<file path="src/rtl/i2c_slave_rx_if.sv">
// Pulse-level bus between the SCL/SDA edge detectors, the slave receiver and the register file.
// The detectors and register file use master; the receiver uses slave.
interface i2c_slave_rx_if;
    logic       sda;
    logic       scl_lohi;
    logic       scl_hilo;
    logic       sta;
    logic       sto;
    logic       sda_oe;
    logic       adr_hit;
    logic       rw;
    logic [7:0] rx_dat;
    logic       rx_vld;
    logic       act;

    modport master (
        output sda, scl_lohi, scl_hilo, sta, sto,
        input  sda_oe, adr_hit, rw, rx_dat, rx_vld, act
    );

    modport slave (
        input  sda, scl_lohi, scl_hilo, sta, sto,
        output sda_oe, adr_hit, rw, rx_dat, rx_vld, act
    );
endinterface

</file>
<file path="src/rtl/i2c_slave_rx.sv">
// Byte-level I2C slave receiver: address match, ACK drive, write-data capture.
// adr_hit/rx_vld register on the 8th SCL rise; sda_oe registers on the SCL fall; no backpressure.
module i2c_slave_rx #(
    parameter logic [6:0] ADDR     = 7'h50,
    parameter bit         ACK_DATA = 1'b1
) (
    input  logic          clk,
    input  logic          rst,
    i2c_slave_rx_if.slave bus
);
    typedef enum logic [2:0] {IDLE, ADR, ACK_A, DATA, ACK_D, SKIP} state_t;

    state_t     state, state_nxt;
    logic [7:0] sr, sr_nxt;
    logic [3:0] cnt, cnt_nxt;
    logic       ack_ph, ack_ph_nxt;
    logic       sda_oe_q, sda_oe_nxt;
    logic       adr_hit_q, adr_hit_nxt;
    logic       rw_q, rw_nxt;
    logic [7:0] rx_dat_q, rx_dat_nxt;
    logic       rx_vld_q, rx_vld_nxt;

    always_ff @(posedge clk or posedge rst) begin
        if (rst) begin
            state     <= IDLE;
            sr        <= 8'h00;
            cnt       <= 4'd0;
            ack_ph    <= 1'b0;
            sda_oe_q  <= 1'b0;
            adr_hit_q <= 1'b0;
            rw_q      <= 1'b0;
            rx_dat_q  <= 8'h00;
            rx_vld_q  <= 1'b0;
        end else begin
            state     <= state_nxt;
            sr        <= sr_nxt;
            cnt       <= cnt_nxt;
            ack_ph    <= ack_ph_nxt;
            sda_oe_q  <= sda_oe_nxt;
            adr_hit_q <= adr_hit_nxt;
            rw_q      <= rw_nxt;
            rx_dat_q  <= rx_dat_nxt;
            rx_vld_q  <= rx_vld_nxt;
        end
    end

    always_comb begin
        state_nxt   = state;
        sr_nxt      = sr;
        cnt_nxt     = cnt;
        ack_ph_nxt  = ack_ph;
        sda_oe_nxt  = sda_oe_q;
        adr_hit_nxt = 1'b0;
        rw_nxt      = rw_q;
        rx_dat_nxt  = rx_dat_q;
        rx_vld_nxt  = 1'b0;

        if (bus.sta) begin
            state_nxt  = ADR;
            sr_nxt     = 8'h00;
            cnt_nxt    = 4'd0;
            ack_ph_nxt = 1'b0;
            sda_oe_nxt = 1'b0;
        end else if (bus.sto) begin
            state_nxt  = IDLE;
            sr_nxt     = 8'h00;
            cnt_nxt    = 4'd0;
            ack_ph_nxt = 1'b0;
            sda_oe_nxt = 1'b0;
        end else begin
            case (state)
                ADR, DATA: begin
                    if (bus.scl_lohi) begin
                        sr_nxt = {sr[6:0], bus.sda};
                        if (cnt == 4'd7) begin
                            // Byte completes on its 8th rise; results land in the very next cycle.
                            cnt_nxt = 4'd0;
                            if (state == ADR) begin
                                if (sr_nxt[7:1] == ADDR) begin
                                    adr_hit_nxt = 1'b1;
                                    rw_nxt      = sr_nxt[0];
                                    state_nxt   = ACK_A;
                                end else begin
                                    state_nxt = SKIP;
                                end
                            end else begin
                                rx_dat_nxt = sr_nxt;
                                rx_vld_nxt = 1'b1;
                                state_nxt  = ACK_D;
                            end
                        end else begin
                            cnt_nxt = cnt + 4'd1;
                        end
                    end
                end
                ACK_A, ACK_D: begin
                    // SDA moves only on SCL falls so the ACK can never mimic START/STOP.
                    if (bus.scl_hilo) begin
                        if (!ack_ph) begin
                            ack_ph_nxt = 1'b1;
                            sda_oe_nxt = (state == ACK_A) ? 1'b1 : ACK_DATA;
                        end else begin
                            ack_ph_nxt = 1'b0;
                            sda_oe_nxt = 1'b0;
                            state_nxt  = (state == ACK_D || !rw_q) ? DATA : SKIP;
                        end
                    end
                end
                default: ;
            endcase
        end
    end

    assign bus.sda_oe  = sda_oe_q;
    assign bus.adr_hit = adr_hit_q;
    assign bus.rw      = rw_q;
    assign bus.rx_dat  = rx_dat_q;
    assign bus.rx_vld  = rx_vld_q;
    assign bus.act     = (state == ADR) || (state == ACK_A) || (state == DATA) || (state == ACK_D);
endmodule

</file>
<file path="src/flat_wrapper.sv">
// flat-port wrapper written by rule: the top's interface ports become plain ports
module i2c_slave_rx_flat 
#(
    parameter logic [6:0] ADDR     = 7'h50,
    parameter bit         ACK_DATA = 1'b1
)
  (clk, rst, bus_sda, bus_scl_lohi, bus_scl_hilo, bus_sta, bus_sto, bus_sda_oe, bus_adr_hit, bus_rw, bus_rx_dat, bus_rx_vld, bus_act);
  i2c_slave_rx_if bus_i ();
  input  logic clk;
  input  logic rst;
  input wire logic [$bits(bus_i.sda)-1:0] bus_sda;
  input wire logic [$bits(bus_i.scl_lohi)-1:0] bus_scl_lohi;
  input wire logic [$bits(bus_i.scl_hilo)-1:0] bus_scl_hilo;
  input wire logic [$bits(bus_i.sta)-1:0] bus_sta;
  input wire logic [$bits(bus_i.sto)-1:0] bus_sto;
  output wire logic [$bits(bus_i.sda_oe)-1:0] bus_sda_oe;
  output wire logic [$bits(bus_i.adr_hit)-1:0] bus_adr_hit;
  output wire logic [$bits(bus_i.rw)-1:0] bus_rw;
  output wire logic [$bits(bus_i.rx_dat)-1:0] bus_rx_dat;
  output wire logic [$bits(bus_i.rx_vld)-1:0] bus_rx_vld;
  output wire logic [$bits(bus_i.act)-1:0] bus_act;
  assign bus_i.sda = bus_sda;
  assign bus_i.scl_lohi = bus_scl_lohi;
  assign bus_i.scl_hilo = bus_scl_hilo;
  assign bus_i.sta = bus_sta;
  assign bus_i.sto = bus_sto;
  assign bus_sda_oe = bus_i.sda_oe;
  assign bus_adr_hit = bus_i.adr_hit;
  assign bus_rw = bus_i.rw;
  assign bus_rx_dat = bus_i.rx_dat;
  assign bus_rx_vld = bus_i.rx_vld;
  assign bus_act = bus_i.act;
  i2c_slave_rx #(.ADDR(ADDR), .ACK_DATA(ACK_DATA)) u_core (.clk(clk), .rst(rst), .bus(bus_i));
endmodule
</file>
<file path="config.mk">
export PLATFORM = sky130hd
export DESIGN_NAME = i2c_slave_rx_flat
export DESIGN_NICKNAME = d
export VERILOG_FILES = /design/src/rtl/i2c_slave_rx_if.sv /design/src/rtl/i2c_slave_rx.sv /design/src/flat_wrapper.sv
export SDC_FILE = /design/constraint.sdc
export NUM_CORES = 1
export LEC_CHECK = 0
export ABC_CLOCK_PERIOD_IN_PS = 2200
export CORE_MARGIN = 4
export CORE_UTILIZATION = 38
export CTS_CLUSTER_DIAMETER = 30
export DETAILED_ROUTE_END_ITERATION = 10
export SLEW_MARGIN = 25
export SYNTH_ARGS = -nofsm -noshare
export SYNTH_HDL_FRONTEND = slang
export SYNTH_SLANG_ARGS = --single-unit
</file>
<file path="constraint.sdc">
create_clock -name clk -period 2.2 [get_ports clk]
set_clock_uncertainty 0.1 [all_clocks]
set_input_delay 0.33 -clock clk [delete_from_list [all_inputs] [get_ports clk]]
set_output_delay 0.33 -clock clk [all_outputs]
set_load 0.1 [all_outputs]
</file>
* After elaboration in Yosys (flattened, before gate mapping)
Index checks and enable logic that the tools add are counted.
Word-level totals: register bits after elaboration 26, input bits 7, output and inout port bits 13, word-level logic and storage cells 76
Cells by class: $add $sub $neg 1, eq/ne operators 10, mux-type cells 37, bitwise gates (word level) 3, reduce and logical (&&, ||, !) cells 17
Operators by type and width (count):
- 7-bit 2-to-1 mux | 4
- 3-bit 2-to-1 mux | 9
- 4-bit 2-to-1 mux | 5
- 1-bit 2-to-1 mux | 18
- 3-bit nonzero test | 4
- 4-bit by 3-bit != test with 1-bit output (second input constant) | 2
- 4-bit != test (second input constant) | 2
- 7-bit equality test (second input constant) | 1
- 7-bit AND reduction | 1
- 3-bit by 2-bit equality test with 1-bit output (second input constant) | 2
- 3-bit one-hot mux with 2 select lines | 1
- 6-bit AND reduction | 1
- 5-bit AND reduction | 1
- 4-bit by 1-bit adder with 4-bit output (second input constant) | 1
- 4-bit by 3-bit equality test with 1-bit output (second input constant) | 1
- 1-bit logical OR | 4
- 2-bit AND reduction | 2
- 4-bit nonzero test | 1
- 2-bit OR reduction | 2
- 3-bit by 1-bit equality test with 1-bit output (second input constant) | 1
- 3-bit equality test (second input constant) | 1
- 1-bit inverter | 3
- 1-bit zero test | 1

* Longest topological paths before layout
word-level depth 8, gate-level depth with buffers 6, depth with buffers taken out 5

* Worst setup path before layout
OpenSTA, ideal clock, no wires.
path kind reg-to-output, start point reg u_core.state[0], end point out bus_act, data arrival time 2.093 ns, required time 1.770 ns, setup slack -0.323 ns, stages on the path, launching flop included 4, path buffers 1, cell sequence dfrtp_1 > buf_2 > nor2_1 > xnor2_1
Between the ends: cells in the longest elaborated chain, start to end 4, elaborated cells on any way between the ends 7, those cells by class eq/ne (4); reduce/logical (3)
RTL lines:
- from (decl) | line i2c_slave_rx.sv:13 | state_t state, state_nxt;
- from (signal assigned) | line i2c_slave_rx.sv:35 | state <= state_nxt;
- 3-bit by 1-bit equality test with 1-bit output / 3-bit by 2-bit equality test with 1-bit output (equally long branches)
- 1-bit logical OR (2 in series) | line i2c_slave_rx.sv:119 | assign bus.act = (state == ADR) || (state == ACK_A) || (state == DATA) || (state == ACK_D);
- 1-bit logical OR * | line i2c_slave_rx.sv:119
- to (decl) | line flat_wrapper.sv:21 | output wire logic [$bits(bus_i.act)-1:0] bus_act;
Mark *: on every way between the ends. The rest lies on a longest branch, timed or not.

* Worst setup path in the final report
start point reg u_core.state[1], end point out bus_act
Same word-level chain as after synthesis.

==> impl_metrics.ini <==
[global_routing]
antenna_found_initial = 0
grt_pass1_wl_mm = 4.16
grt_pass1_vias = 927
grt_max_degree = 27
grtUsageTotal_pct = 12.7
grt.overflow.total = 0

[final_layout]
final_cell_mix = 26 x dfrtp_1, 18 x nand2_1, 17 x buf_4
areaGrowthSynthToFinish_pct = 22.0
final-instance-count-excl-fill = 180
post-route-util_pct = 49.1
antenna_cells = 0
layout_commonest_cell = dfrtp_1
drive_above_1_share_pct = 28.7
nets = 145
final_cell_area_um2 = 1520

[route]
ant_nets = 0
vias_per_cell = 4.89
dr.pass1.iters = 4
wirelength_mm = 2.37
vias = 880
drtIter0Drc = 16
wl_per_cell_um = 13.2
drcViolationCount = 0

[setup_path]
worstSetupPathType = flop to primary output
required_ns = 1.77
cp_max_fo = 8
crit_arrival_ns = 1.48
start_kind = flop
endpoint_kind = primary output

[floorplanning]
fp.dieH_um = 65.3
initial_core_util_pct = 40.2
fp.coreArea_um2 = 3100
io_pins = 20
die-area_um2 = 4270
die_w_um = 65.3
num_rows = 20

[yosys]
syn_area_um2 = 1250
ys.flop_type = dfrtp_1
synthCells = 114
netlist_top_cells_area = dfrtp_1 52%, mux2_2 9.0%, nand2_1 5.4%, a21oi_1 4.8%, xnor2_1 2.8%
synth_edf_count = 0
seq_area_frac_synth_pct = 52.1
yosys_warnings = 0
synth.net_count = 122
synth-seq-cells = 26
ys_types = 33
synthArstFlopShare_pct = 100
synth_top_area_cell = dfrtp_1
syn_area_per_cell_um2 = 11.0
synth_top_area_share_pct = 52.1

[timing]
hold_ws_ns = 0.237
worstMarginPinSlew_ns = 0.390
fin_ws_ns = 0.294
setup_viol = 0
hold_violations = 0
max_slew_margin_pct = 73.6
period_needed_ns = 1.91
post-route-period-util_pct = 86.6
tns_ns = 0
rsz0062_at_grt = false
finalMaxSlewViolations = 0
max_freq_ghz = 0.525

[pwr]
clock_power_share_pct = 36.3
p_leak_nw = 0.710
p_per_area_nw_per_um2 = 597
max-vdd-ir-drop_mv = 0.400
p_int_mw = 0.702
p_seq_share_pct = 53.8
switching_share_pct = 22.8
pwr-share-comb_pct = 9.9
p_switching_mw = 0.207
power.total_mw = 0.909

[cts]
path_clk_slew_ns = 0.15
cts_buffers = 3
cts-root-buf = clkbuf_4
ctsResizeCount = 0
cts_hold_buf = 0
clock_sinks = 26
htree_levels = 1
clkLatencyLatePin_ns = 0.33
clock_path_buffers = 2
cts_setup_buffers = 0
cts_tree = done

[run_status]
outcome = complete, no violations

[placed_design]
port_buffers = 19
place_congestion = 0.808
hpwl_mm = 1.70
dp.cells = 176
placed_cell_area_um2 = 1470
dpl_worst_slack_ns = 0.183

[worst_hold_path]
hp-class = input pin to asynchronous set/reset pin

[run]
drv_cap = 0
## critical path: stages, from the launching register on
cell,delay [ns]
dfrtp_1,0.43
buf_4,0.18
nor2_1,0.18
xnor2_2,0.15
buf_12,0.20
## Yosys cell counts, types with 2 or more instances
master and count:
nor3_1 3, nor2_1 7, o21ai_0 2, buf_2 2
xnor2_1 4, inv_1 3, nand3_1 2, buf_6 3
nand2b_1 2, dfrtp_1 26, a21oi_1 12, nand2_1 18
mux2_2 10
## cells by family (layout without fill, tap and decap cells)
group	after synthesis	count (layout)	share of synthesized area, %
multiplexers	10	10	9.02
AO/OA/AOI/OAI	17	17	7.82
AND/OR/NAND/NOR	46	46	21.8
adder cells (fa/ha/maj)	1	1	1.00
buffers and inverters	9	31	4.71
XOR/XNOR	5	5	3.51
flip-flops	26	26	52.1
## state kept, by name (all words and copies together), names as in the netlist
name	cells
u_core.bus.adr_hit	1
u_core.bus.rx_dat	8
u_core.sr	7
u_core.bus.rx_vld	1
u_core.bus.rw	1
u_core.cnt	4
u_core.ack_ph	1
u_core.state	3
## area by class of cell
type	instances	area (um2)
repair buffers	24	208
multi-input cells	79	547
fillers	309	1580
inverters	3	11.3
flip-flops and latches	26	651
clock inverters	1	30.0
clock buffers	3	22.5
well taps	44	55.1
## power by group through the flow
stage	Clock (mW)	Sequential, mW	Combinational [mW]
finish	0.330	0.489	0.0898
global route	0.360	0.490	0.0979
CTS	0.340	0.489	0.0913
detailed placement	0	0.498	0.0905
global placement	0	0.498	0.0894
floorplan	0	0.492	0.0641
## per-layer routing
layer | routed length, um | track usage, % | up-vias | part of all wire, %
li1 | - | - | 435 | -
met1 | 1030 | 15.6 | 417 | 43
met2 | 1160 | 20.9 | 21 | 49
met3 | 129 | 3.93 | 7 | 5.4
met4 | 55 | 4.66 | 0 | 2.3
met5 | 0 | 0 | - | 0
## worst paths after layout
path / from / end / slack [ns] / depth (start not counted)
worst max-delay path: u_core.state[1] / bus_act / 0.29 / 4
worst min register to register: u_core.bus.rx_dat[2] / u_core.bus.rx_dat[2] / 0.43 / 1
worst min-delay path: rst / u_core.bus.rx_vld / 0.24 / 3
min in group clk: u_core.bus.rx_dat[2] / u_core.bus.rx_dat[2] / 0.43 / 1
max in group asynchronous: rst / u_core.bus.rx_dat[3] / 1.49 / 3
worst max register to register: u_core.state[2] / u_core.state[0] / 0.36 / 4
Note: power is estimated with default switching activity, not from simulation.
